**config.mk**
```make
export PLATFORM = sky130hd
export DESIGN_NAME = mainfsm_flat
export DESIGN_NICKNAME = d
export VERILOG_FILES = /design/src/rtl/mainfsm_if.sv /design/src/rtl/mainfsm.sv /design/src/flat_wrapper.sv
export SDC_FILE = /design/constraint.sdc
export NUM_CORES = 1
export LEC_CHECK = 0
export ABC_AREA = 1
export BUFFER_PORTS_ARGS = -buffer_cell sky130_fd_sc_hd__buf_2
export CAP_MARGIN = 20
export CORE_AREA = 10 10 47 49
export DETAILED_ROUTE_END_ITERATION = 8
export DIE_AREA = 0 0 57 59
export HOLD_SLACK_MARGIN = 0.12
export PLACE_DENSITY = 0.66
export RECOVER_POWER = 50
export SYNTH_ARGS = -nofsm -noshare
export SYNTH_HDL_FRONTEND = slang
export SYNTH_SLANG_ARGS = --single-unit
```
**constraint.sdc**
```tcl
create_clock -name clk -period 1.3 [get_ports clk]
set_clock_uncertainty 0.2 [all_clocks]
set_input_delay 0.13 -clock clk [delete_from_list [all_inputs] [get_ports clk]]
set_output_delay 0.13 -clock clk [all_outputs]
set_load 0.02 [all_outputs]
```
**src/rtl/mainfsm_if.sv**
```systemverilog
// Control interface between the multicycle main FSM and the RV32I datapath.
// The master side is the FSM: it reads opcode/status and drives every datapath control.
interface mainfsm_if;
    logic [6:0] op;
    logic       Zero;
    logic       MemReady;
    logic       PCWrite;
    logic       AdrSrc;
    logic       MemWrite;
    logic       IRWrite;
    logic [1:0] ResultSrc;
    logic [1:0] ALUSrcA;
    logic [1:0] ALUSrcB;
    logic [1:0] ALUOp;
    logic       RegWrite;
    logic       IllegalOp;

    modport master (
        input  op, Zero, MemReady,
        output PCWrite, AdrSrc, MemWrite, IRWrite, ResultSrc,
               ALUSrcA, ALUSrcB, ALUOp, RegWrite, IllegalOp
    );

    modport slave (
        output op, Zero, MemReady,
        input  PCWrite, AdrSrc, MemWrite, IRWrite, ResultSrc,
               ALUSrcA, ALUSrcB, ALUOp, RegWrite, IllegalOp
    );
endinterface

```
**src/rtl/mainfsm.sv**
```systemverilog
// Multicycle RV32I main control FSM: sequences fetch/decode/execute/memory/writeback
// over a shared ALU and a single memory port that may insert wait states via MemReady.
//
// state      | meaning
// -----------+---------------------------------------------------------------
// S_FETCH    | read instruction at PC, PC+4 computed; IR/PC load when MemReady
// S_DECODE   | register read, branch/jump target into ALUOut, dispatch on op
// S_MEMADR   | rs1 + imm effective address for lw/sw
// S_MEMREAD  | load access at ALUOut, wait for MemReady
// S_MEMWB    | write loaded data to rd
// S_MEMWRITE | store access at ALUOut, MemWrite held until MemReady
// S_EXECUTER | R-type ALU operation
// S_EXECUTEI | I-type ALU operation
// S_ALUWB    | write ALUOut to rd
// S_BEQ      | compare rs1/rs2, PC takes target when Zero
// S_JAL      | PC takes target, ALU forms return address OldPC+4
module mainfsm (
    input  logic      clk,
    input  logic      reset,
    mainfsm_if.master bus
);

    typedef enum logic [3:0] {
        S_FETCH    = 4'd0,
        S_DECODE   = 4'd1,
        S_MEMADR   = 4'd2,
        S_MEMREAD  = 4'd3,
        S_MEMWB    = 4'd4,
        S_MEMWRITE = 4'd5,
        S_EXECUTER = 4'd6,
        S_EXECUTEI = 4'd7,
        S_ALUWB    = 4'd8,
        S_BEQ      = 4'd9,
        S_JAL      = 4'd10
    } state_t;

    localparam logic [6:0] OP_LW   = 7'b0000011;
    localparam logic [6:0] OP_SW   = 7'b0100011;
    localparam logic [6:0] OP_R    = 7'b0110011;
    localparam logic [6:0] OP_I    = 7'b0010011;
    localparam logic [6:0] OP_BEQ  = 7'b1100011;
    localparam logic [6:0] OP_JAL  = 7'b1101111;

    state_t     state_q, state_d;
    logic       pc_update;
    logic       branch;
    logic       ir_write;
    logic       mem_write;
    logic       reg_write;
    logic       illegal;
    logic       adr_src;
    logic [1:0] result_src;
    logic [1:0] alu_src_a;
    logic [1:0] alu_src_b;
    logic [1:0] alu_op;

    always_comb begin
        state_d    = S_FETCH;
        pc_update  = 1'b0;
        branch     = 1'b0;
        ir_write   = 1'b0;
        mem_write  = 1'b0;
        reg_write  = 1'b0;
        illegal    = 1'b0;
        adr_src    = 1'b0;
        result_src = 2'b00;
        alu_src_a  = 2'b00;
        alu_src_b  = 2'b00;
        alu_op     = 2'b00;
        case (state_q)
            S_FETCH: begin
                alu_src_b  = 2'b10;
                result_src = 2'b10;
                ir_write   = bus.MemReady;
                pc_update  = bus.MemReady;
                state_d    = bus.MemReady ? S_DECODE : S_FETCH;
            end
            S_DECODE: begin
                alu_src_a = 2'b01;
                alu_src_b = 2'b01;
                case (bus.op)
                    OP_LW, OP_SW: state_d = S_MEMADR;
                    OP_R:         state_d = S_EXECUTER;
                    OP_I:         state_d = S_EXECUTEI;
                    OP_BEQ:       state_d = S_BEQ;
                    OP_JAL:       state_d = S_JAL;
                    default: begin
                        illegal = 1'b1;
                        state_d = S_FETCH;
                    end
                endcase
            end
            S_MEMADR: begin
                alu_src_a = 2'b10;
                alu_src_b = 2'b01;
                if (bus.op == OP_LW)
                    state_d = S_MEMREAD;
                else if (bus.op == OP_SW)
                    state_d = S_MEMWRITE;
            end
            S_MEMREAD: begin
                adr_src = 1'b1;
                state_d = bus.MemReady ? S_MEMWB : S_MEMREAD;
            end
            S_MEMWB: begin
                result_src = 2'b01;
                reg_write  = 1'b1;
            end
            S_MEMWRITE: begin
                adr_src   = 1'b1;
                mem_write = 1'b1;
                state_d   = bus.MemReady ? S_FETCH : S_MEMWRITE;
            end
            S_EXECUTER: begin
                alu_src_a = 2'b10;
                alu_op    = 2'b10;
                state_d   = S_ALUWB;
            end
            S_EXECUTEI: begin
                alu_src_a = 2'b10;
                alu_src_b = 2'b01;
                alu_op    = 2'b10;
                state_d   = S_ALUWB;
            end
            S_ALUWB: begin
                reg_write = 1'b1;
            end
            S_BEQ: begin
                alu_src_a = 2'b10;
                alu_op    = 2'b01;
                branch    = 1'b1;
            end
            S_JAL: begin
                alu_src_a = 2'b01;
                alu_src_b = 2'b10;
                pc_update = 1'b1;
                state_d   = S_ALUWB;
            end
            default: state_d = S_FETCH;
        endcase
    end

    always_ff @(posedge clk) begin
        if (reset)
            state_q <= S_FETCH;
        else
            state_q <= state_d;
    end

    // Write enables are gated by reset so an abandoned instruction cannot commit anything.
    assign bus.PCWrite   = ~reset & (pc_update | (branch & bus.Zero));
    assign bus.IRWrite   = ~reset & ir_write;
    assign bus.MemWrite  = ~reset & mem_write;
    assign bus.RegWrite  = ~reset & reg_write;
    assign bus.IllegalOp = ~reset & illegal;
    assign bus.AdrSrc    = adr_src;
    assign bus.ResultSrc = result_src;
    assign bus.ALUSrcA   = alu_src_a;
    assign bus.ALUSrcB   = alu_src_b;
    assign bus.ALUOp     = alu_op;

endmodule

```
**src/flat_wrapper.sv**
```systemverilog
// flat-port wrapper written by rule: the top's interface ports become plain ports
module mainfsm_flat 
  (clk, reset, bus_op, bus_Zero, bus_MemReady, bus_PCWrite, bus_AdrSrc, bus_MemWrite, bus_IRWrite, bus_ResultSrc, bus_ALUSrcA, bus_ALUSrcB, bus_ALUOp, bus_RegWrite, bus_IllegalOp);
  mainfsm_if bus_i ();
  input  logic clk;
  input  logic reset;
  input wire logic [$bits(bus_i.op)-1:0] bus_op;
  input wire logic [$bits(bus_i.Zero)-1:0] bus_Zero;
  input wire logic [$bits(bus_i.MemReady)-1:0] bus_MemReady;
  output wire logic [$bits(bus_i.PCWrite)-1:0] bus_PCWrite;
  output wire logic [$bits(bus_i.AdrSrc)-1:0] bus_AdrSrc;
  output wire logic [$bits(bus_i.MemWrite)-1:0] bus_MemWrite;
  output wire logic [$bits(bus_i.IRWrite)-1:0] bus_IRWrite;
  output wire logic [$bits(bus_i.ResultSrc)-1:0] bus_ResultSrc;
  output wire logic [$bits(bus_i.ALUSrcA)-1:0] bus_ALUSrcA;
  output wire logic [$bits(bus_i.ALUSrcB)-1:0] bus_ALUSrcB;
  output wire logic [$bits(bus_i.ALUOp)-1:0] bus_ALUOp;
  output wire logic [$bits(bus_i.RegWrite)-1:0] bus_RegWrite;
  output wire logic [$bits(bus_i.IllegalOp)-1:0] bus_IllegalOp;
  assign bus_i.op = bus_op;
  assign bus_i.Zero = bus_Zero;
  assign bus_i.MemReady = bus_MemReady;
  assign bus_PCWrite = bus_i.PCWrite;
  assign bus_AdrSrc = bus_i.AdrSrc;
  assign bus_MemWrite = bus_i.MemWrite;
  assign bus_IRWrite = bus_i.IRWrite;
  assign bus_ResultSrc = bus_i.ResultSrc;
  assign bus_ALUSrcA = bus_i.ALUSrcA;
  assign bus_ALUSrcB = bus_i.ALUSrcB;
  assign bus_ALUOp = bus_i.ALUOp;
  assign bus_RegWrite = bus_i.RegWrite;
  assign bus_IllegalOp = bus_i.IllegalOp;
  mainfsm u_core (.clk(clk), .reset(reset), .bus(bus_i));
endmodule
```
==> impl_metrics.py <==
metrics = {
    "pwr": {
        "pwr-share-comb_pct": 39.2,
        "ir_drop_v": 0.000343,
        "leakagePower_nw": 0.533,
        "intPower_mw": 0.313,
        "p_per_area_nw_per_um2": 425,
        "p_total_mw": 0.474,
        "p_seq_share_pct": 26.3,
        "swShare_pct": 33.9,
        "p_clk_share_pct": 34.4,
        "p_switching_mw": 0.161,
    },
    "synth": {
        "avgSynthCellArea_sq_um": 5.03,
        "seq_area_frac_synth_pct": 17.9,
        "yosys-top-cells-count": "nand2_1 (21), nor2_1 (20), inv_1 (17), nand3_1 (9)",
        "async_reset_ff_share_pct": 0,
        "synth_cell_types": 19,
        "synth_warnings": 0,
        "synth_edf_count": 0,
        "synth_top_area_share_pct": 17.9,
        "yosys_register_bits": 4,
        "synth_nets": 100,
        "ys.flop_type": "dfxtp_1",
        "synth_area_leaders": "dfxtp_1 (18%), nand2_1 (18%), nor2_1 (17%)",
        "synth_area_sq_um": 448,
        "post-synth-top-area-cell": "dfxtp_1",
        "yosysMostFrequentCell": "nand2_1",
        "syn_inst": 89,
    },
    "final_layout": {
        "reg_top3": "u_core.state_q: 4 flops",
        "area_growth_syn_to_layout_pct": 149,
        "regMostFlops": "u_core.state_q",
        "final_area_sq_um": 1110,
        "largest_register_ff_count": 4,
        "layout.nets": 156,
        "antenna_cells": 0,
        "regArea_sq_um": 95.1,
        "n_fill_cell": 95,
        "multi_input_area_sq_um": 477,
        "drive_gt1_share_pct": 61.5,
        "instances_no_fill": 159,
    },
    "worst_setup_path": {
        "cp.required_ns": 0.97,
        "critPathArrivalTime_ns": 1.34,
        "cp-start-kind": "flip-flop",
        "crit_chain": "inv_4 > nand2_4 > nor2_4 > or3_4 > buf_6",
        "cp_slowest_stage_delay_ns": 0.41,
        "r2r_setup_slack_ns": -0.20,
        "end_kind": "output port",
        "r2r-end": "u_core.state_q[2]",
        "worst-path-stages": 5,
        "path_delay_family": "simple AND/OR/NAND/NOR gates",
        "criticalPathCategory": "flip-flop to output port",
        "critPathBufInv": 2,
        "cp_slowest_cell": "dfxtp_4",
        "reg2reg_depth": 9,
        "regToRegStartpoint": "u_core.state_q[3]",
        "crit_path_max_fanout": 5,
    },
    "routing": {
        "avgRoutedWirePerCell_microns": 14.1,
        "dr.pass1.iters": 4,
        "viasPerCell": 4.72,
        "final_antenna_net_count": 0,
        "wl_microns": 2240,
        "drcViolationCount": 0,
        "vias": 751,
        "drtIter0Drc": 15,
    },
    "clock_network": {
        "htree_levels": 1,
        "clock_latency_ns": 0.24,
        "path_clk_slew_ns": 0.04,
        "cts_buffers": 3,
        "cts_tree": "done",
        "cts_root_buffer": "clkbuf_4",
        "cts.path.max_buffers": 2,
        "cts_sinks": 4,
    },
    "global_routing": {
        "grt_use_total_pct": 12.0,
        "grt_pass1_wl_microns": 3210,
        "antenna_found_initial": 0,
        "grt_max_degree": 7,
        "grt_pass1_vias": 779,
        "grt_overflow": 0,
    },
    "sta": {
        "period_minus_slack_ns": 1.67,
        "rsz0062_at_grt": "yes",
        "worst_pin_slew_ns": 0.276,
        "setup_violations": 18,
        "finalCritPeriodShare_pct": 128,
        "fin_ws_ns": -0.365,
        "drv_slew": 0,
        "slew_headroom_pct": 81.5,
        "max_clock_freq_mhz": 601,
        "hold_viol_final": 0,
    },
    "place": {
        "postPlaceCellArea_sq_um": 788,
        "place.detailed.hpwl_microns": 1440,
        "placed_cells": 148,
        "portBuffers": 24,
        "post-place-ws_ns": -0.137,
        "gp_congestion": 0.930,
    },
    "floorplan": {
        "initial_core_util_pct": 32.0,
        "dieArea_sq_um": 3360,
        "row_count": 14,
        "die_y_microns": 59,
        "io_pins": 25,
        "die_w_microns": 57,
        "core-area_sq_um": 1400,
    },
    "hold_path": {
        "hold_class": "input port to flip-flop",
        "min_to": "u_core.state_q[2]",
        "hold-path-cell-count": 6,
        "hold_start": "bus_op[6]",
    },
    "job": {
        "drv_cap": 0,
    },
    "status": {
        "violations": "negative setup slack",
        "status": "finished with violations",
    },
}
==> metal layers <==
metal  wire (microns)  track usage [%]  up-vias
met3              130             3.00        6
met4               66             9.40        0
li1                 -                -      390
met5                0                0        -
met1              821             9.18      325
met2             1220             24.3       30
==> worst max path at each step <==
stage	startpoint	end	slack [ns]
floorplan	u_core.state_q[0]	bus_RegWrite	-0.08
global placement	u_core.state_q[0]	bus_PCWrite	-0.13
detailed placement	u_core.state_q[3]	bus_ALUSrcA[1]	-0.14
CTS	u_core.state_q[0]	bus_ALUSrcA[1]	-0.33
global route	u_core.state_q[1]	bus_ALUSrcA[1]	-0.40
finish	u_core.state_q[1]	bus_ALUSrcA[1]	-0.37
==> worst register-to-register path, stage by stage (launching register included) <==
cell and delay [ns]:
dfxtp_4 0.36, inv_2 0.13, nand2_4 0.08, nor2_4 0.10
buf_4 0.11, buf_4 0.11, nand2_1 0.04, nor2_1 0.10
nor2_1 0.06, a21oi_1 0.12
==> repair_timing <==
action | CTS | global route
pin swaps | 2 | 4
setup buffers | 3 | 3
endpoints found under the setup margin | 17 | 18
resized for setup | 48 | 25
endpoints found under the hold margin | 4 | 0
hold buffers | 3 | 0
==> through the flow <==
step	utilization, %	hold WS (ns)	TNS [ns]
after CTS	71.1	0.125	-3.23
after global routing	79.6	0.175	-4.84
after global placement	56.3	0.272	-0.608
final	79.6	0.135	-4.09
after floorplan	-	0.0771	-0.234
after detailed placement	56.3	0.273	-0.686
==> layout by cell type, fill, tap and decap left out, types with 2 or more instances in the layout <==
cell / count
nand3_1: 6
nand3_4: 2
dfxtp_4: 4
a21oi_1: 3
buf_4: 24
nor2_1: 11
inv_1: 10
dlygate4sd3_1: 3
nand2_1: 18
nand2_4: 3
nor2_4: 8
clkbuf_4: 3
buf_6: 14
inv_4: 2
buf_2: 11
inv_2: 5
nor2_2: 2
==> final cells by class <==
class | instances | share of cell area (%)
Clock buffer | 3 | 2.02
Multi-Input combinational cell | 66 | 42.8
Timing Repair Buffer | 52 | 37.9
Inverter | 18 | 6.96
Tap cell | 16 | 1.80
Sequential cell | 4 | 8.53
==> power groups by stage <==
| stage | Combinational (mW) | Clock (mW) | Sequential (mW) |
|---|---|---|---|
| global placement | 0.132 | 0 | 0.130 |
| global route | 0.201 | 0.166 | 0.125 |
| detailed placement | 0.135 | 0 | 0.130 |
| CTS | 0.166 | 0.162 | 0.128 |
| floorplan | 0.0701 | 0 | 0.130 |
| finish | 0.186 | 0.163 | 0.125 |
==> logic make-up after synthesis <==
| family | share of synthesized area, % |
|---|---|
| AO/OA/AOI/OAI | 13.4 |
| buffers and inverters | 15.9 |
| flip-flops | 17.9 |
| AND/OR/NAND/NOR | 52.8 |
No activity file was read; power rests on OpenSTA's default activity.
